$ cat src/rtl/rom_port_arbiter.sv
// Round-robin arbiter sharing one ROM read port between instruction fetch and the load unit.
// Registers ROM address/enable, assembles byte/half/word results and range-checks requests.
module rom_port_arbiter #(
    parameter logic [15:0] ROM_BASE = 16'h8000,
    parameter logic [15:0] ROM_LAST = 16'hFFFC
) (
    input  logic        clk,
    input  logic        rst_n,
    input  logic        if_req,
    input  logic [15:0] if_addr,
    output logic        if_ack,
    output logic [31:0] if_data,
    output logic        if_err,
    input  logic        ls_req,
    input  logic [15:0] ls_addr,
    input  logic [1:0]  ls_size,
    output logic        ls_ack,
    output logic [31:0] ls_data,
    output logic        ls_err,
    output logic [15:0] rom_a,
    output logic        rom_re,
    input  logic [7:0]  rom_q0,
    input  logic [7:0]  rom_q1,
    input  logic [7:0]  rom_q2,
    input  logic [7:0]  rom_q3
);

    typedef enum logic [1:0] {IDLE, READ, WAIT, RESP} state_t;

    state_t      state_reg;
    logic        owner_ls_reg;
    logic        last_ls_reg;
    logic [1:0]  size_reg;

    logic        grant_ls;
    logic [15:0] grant_addr;
    logic [1:0]  grant_size;
    logic        grant_legal;
    logic [31:0] rd_data;

    // LS wins only when IF is idle or IF was the last one served.
    assign grant_ls    = ls_req && (!if_req || !last_ls_reg);
    assign grant_addr  = grant_ls ? ls_addr : if_addr;
    assign grant_size  = grant_ls ? ls_size : 2'd2;
    assign grant_legal = (grant_addr >= ROM_BASE) && (grant_addr <= ROM_LAST) &&
                         (grant_size != 2'd3);

    always_comb begin
        rd_data = {rom_q3, rom_q2, rom_q1, rom_q0};
        case (size_reg)
            2'd0:    rd_data = {24'h0, rom_q0};
            2'd1:    rd_data = {16'h0, rom_q1, rom_q0};
            default: rd_data = {rom_q3, rom_q2, rom_q1, rom_q0};
        endcase
    end

    always_ff @(posedge clk or negedge rst_n) begin
        if (!rst_n) begin
            state_reg    <= IDLE;
            owner_ls_reg <= 1'b0;
            last_ls_reg  <= 1'b1;
            size_reg     <= 2'd0;
            rom_a        <= 16'h0;
            rom_re       <= 1'b0;
            if_ack       <= 1'b0;
            if_data      <= 32'h0;
            if_err       <= 1'b0;
            ls_ack       <= 1'b0;
            ls_data      <= 32'h0;
            ls_err       <= 1'b0;
        end else begin
            case (state_reg)
                IDLE: begin
                    if (if_req || ls_req) begin
                        owner_ls_reg <= grant_ls;
                        last_ls_reg  <= grant_ls;
                        size_reg     <= grant_size;
                        if (grant_legal) begin
                            rom_a     <= grant_addr;
                            rom_re    <= 1'b1;
                            state_reg <= READ;
                        end else begin
                            if (grant_ls) begin
                                ls_data <= 32'h0;
                                ls_err  <= 1'b1;
                                ls_ack  <= 1'b1;
                            end else begin
                                if_data <= 32'h0;
                                if_err  <= 1'b1;
                                if_ack  <= 1'b1;
                            end
                            state_reg <= RESP;
                        end
                    end
                end
                READ: begin
                    rom_re    <= 1'b0;
                    state_reg <= WAIT;
                end
                WAIT: begin
                    if (owner_ls_reg) begin
                        ls_data <= rd_data;
                        ls_err  <= 1'b0;
                        ls_ack  <= 1'b1;
                    end else begin
                        if_data <= rd_data;
                        if_err  <= 1'b0;
                        if_ack  <= 1'b1;
                    end
                    state_reg <= RESP;
                end
                RESP: begin
                    // The requester drops its request while it sees the ack, so no re-sampling here.
                    if_ack    <= 1'b0;
                    ls_ack    <= 1'b0;
                    state_reg <= IDLE;
                end
                default: state_reg <= IDLE;
            endcase
        end
    end

endmodule
$ cat config.mk
export PLATFORM = sky130hd
export DESIGN_NAME = rom_port_arbiter
export DESIGN_NICKNAME = d
export VERILOG_FILES = /design/src/rtl/rom_port_arbiter.sv
export SDC_FILE = /design/constraint.sdc
export NUM_CORES = 1
export LEC_CHECK = 0
export CAP_MARGIN = 25
export CORE_MARGIN = 2
export CORE_UTILIZATION = 44
export CTS_CLUSTER_SIZE = 16
export DETAILED_ROUTE_END_ITERATION = 8
export PLACE_DENSITY = 0.79
export SYNTH_ARGS = -nofsm -noshare
export SYNTH_HDL_FRONTEND = slang
export SYNTH_SLANG_ARGS = --single-unit
$ cat constraint.sdc
create_clock -name clk -period 2.1 [get_ports clk]
set_input_delay 0.315 -clock clk [delete_from_list [all_inputs] [get_ports clk]]
set_output_delay 0.315 -clock clk [all_outputs]
set_load 0.01 [all_outputs]
==> impl_metrics.ini <==
[global_route]
grt_pass1_wl_mm = 18.5
grt_antenna_before_repair = 0
grt_overflow_total = 0
grt_pass1_vias = 3608
grt_max_degree = 39
grt_usage = 0.239

[yosys]
syn_avg_cell_area_um2 = 13.4
synthesis.area_mm2 = 0.00395
ys.warnings.count = 0
yosys-top-cells-area = dfrtp_1, a32o_1, a22o_1, mux2_2, mux2_4
synth_ff_type = dfrtp_1
yosys.area.top_type = dfrtp_1
synth_top_area_share = 0.570
ys_seq_elements = 91
syn_nets = 370
yosysSeqAreaShare = 0.576
ys_async_sr_fraction = 1.00
netlist_instances = 295
yosys.cell_types.count = 47
synth_enable_flop_cells = 0

[floorplan]
die_h_um = 98.8
coreArea_mm2 = 0.00872
rows = 34
dieArea_mm2 = 0.00976
initial_utilization = 0.453
ios = 155
die_w_um = 98.8

[cts]
h-tree-depth = 3
root_buffer = clkbuf_8
cts_tree = done
clockBufferDepth = 2
clkTransAtPathRegs_ns = 0.09
cts_buffers = 9
clock-sinks = 91
worstSkewPairLatency_ns = 0.35

[route]
firstDrtPassIters = 4
drt_iter0_markers = 194
avgViaCountPerCell = 5.79
drt-total-wl_mm = 11.6
drtAntennaViolNets = 0
wire_per_inst_um = 19.2
drc_errors = 0
num_vias = 3495

[power]
p_leak_nw = 2.77
power_mw = 9.05
power.density_mw_per_mm2 = 1450
ir_drop_uv = 617

[layout]
layout-drive-gt1-share = 0.224
final_net_count = 566
fin_util = 0.715
diodes = 0
final_cell_mix = clkdlybuf4s50_1, dfrtp_1, buf_4
final_common_cell = clkdlybuf4s50_1
synthToLayoutAreaGrowth_pct = 57.7
reg_top3 = if_data x32, ls_data x32, rom_a x16

[critical_path]
worstPathRequired_ns = 2.34
cp-start-kind = input pin
crit_type = input pin to flip-flop
cp_max_fo = 8
critPathArrivalTime_ns = 2.30
end_kind = flip-flop

[sta]
relSlewSlack = 0.653
finalMaxSlewViolations = 0
fin_skew_ns = 0.00894
final-setup-viol-count = 0
tightest_slew_ns = 0.520
max_freq_mhz = 485
period_minus_slack_ns = 2.06
fin_crit_sh = 0.982
rsz0062_at_grt = no
hold_viol_final = 0

[place]
dp_hpwl_mm = 8.18
portBuffers = 154
gp_congestion = 0.838

[status]
status = finished, final reports clean

[job]
drv_cap = 0

[hold_path]
hold_class = input pin to flip-flop
cell type report:
| type | count | area [um2] |
|---|---|---|
| clock buffers | 11 | 151 |
| well taps | 108 | 135 |
| fillers | 604 | 2490 |
| clock inverters | 5 | 42.5 |
| repair buffers | 204 | 1980 |
| flip-flops and latches | 91 | 2280 |
| inverters | 9 | 33.8 |
| multi-input cells | 176 | 1610 |
where the power goes:
group	leakage, nW	internal [mW]	switching, mW	total, mW
logic	1.53	2.81	2.18	4.99
clock network	0.0965	0.508	0.623	1.13
registers	1.15	2.49	0.443	2.93
total	2.77	5.81	3.25	9.05
final timing paths:
path	from	end	slack, ns	cells past startpoint
max in group asynchronous	rst_n	ls_data[16]$_DFFE_PN0P_	0.95	3
max	if_addr[6]	rom_a[4]$_DFFE_PN0P_	0.04	8
min	if_addr[10]	rom_a[10]$_DFFE_PN0P_	0.46	3
min reg2reg	ls_data[31]$_DFFE_PN0P_	ls_data[31]$_DFFE_PN0P_	0.50	1
max reg2reg	state_reg[1]$_DFFE_PN0P_	ls_data[29]$_DFFE_PN0P_	0.12	7
min in group asynchronous	rst_n	if_data[29]$_DFFE_PN0P_	0.47	2
kinds of logic after synthesis:
kind of cell	Yosys count	share of synthesized area
AO/OA/AOI/OAI	101	0.222
flip-flops	91	0.576
multiplexers	32	0.0991
adder cells (fa/ha/maj)	5	0.0158
AND/OR/NAND/NOR	38	0.0548
buffers and inverters	28	0.0320
synth_stat cells, types with 2 or more instances:
| library cell | count |
|---|---|
| dfrtp_1 | 90 |
| a32o_1 | 37 |
| a22o_1 | 29 |
| mux2_2 | 21 |
| clkbuf_1 | 9 |
| inv_1 | 9 |
| mux2_4 | 9 |
| a21oi_1 | 8 |
| buf_2 | 8 |
| nand2_1 | 8 |
| nand4_1 | 6 |
| nor2_1 | 6 |
| o21ai_0 | 6 |
| ha_1 | 5 |
| nand3_1 | 4 |
| a22oi_1 | 2 |
| a31oi_1 | 2 |
| and3_1 | 2 |
| mux2i_1 | 2 |
| nor3_1 | 2 |
| nor4_1 | 2 |
| o211ai_1 | 2 |
| or4_4 | 2 |
metal layers:
layer | share of wire | global-route usage | vias up
li1 | - | - | 1564
met1 | 0.41 | 0.307 | 1745
met2 | 0.49 | 0.397 | 174
met3 | 0.088 | 0.0752 | 12
met4 | 0.012 | 0.0601 | 0
met5 | 0 | 0 | -
metrics by stage:
stage	hold slack, ns	setup slack [ns]	std cells	setup TNS, ns	area [um2]
floorplan	0.0194	0.0438	295	0	3950
global placement	0.310	-0.551	577	-37.10	5880
detailed placement	0.316	-0.612	577	-40.87	5880
CTS	0.460	0.0187	602	0	6210
global route	0.467	0.00113	604	0	6230
finish	0.462	0.0377	604	0	6230
what timing repair did:
| item | 4_1_cts | 5_1_grt |
|---|---|---|
| hold endpoints to repair | 33 | 0 |
| buffers inserted | 5 | 3 |
| setup endpoints to repair | 77 | 13 |
| hold buffers | 1 | 0 |
| resized for setup | 41 | 7 |
| pin swaps | 11 | 4 |
| gates cloned | 3 | 0 |
critical path, cell delays in order:
cell and delay, ns:
dlygate4sd2_1 0.23, o211ai_1 0.10, or4_4 0.57, buf_4 0.16, and4_4 0.15, a31oi_4 0.26, buf_12 0.18, mux2_2 0.33
Note: power is estimated with default switching activity, not from simulation.
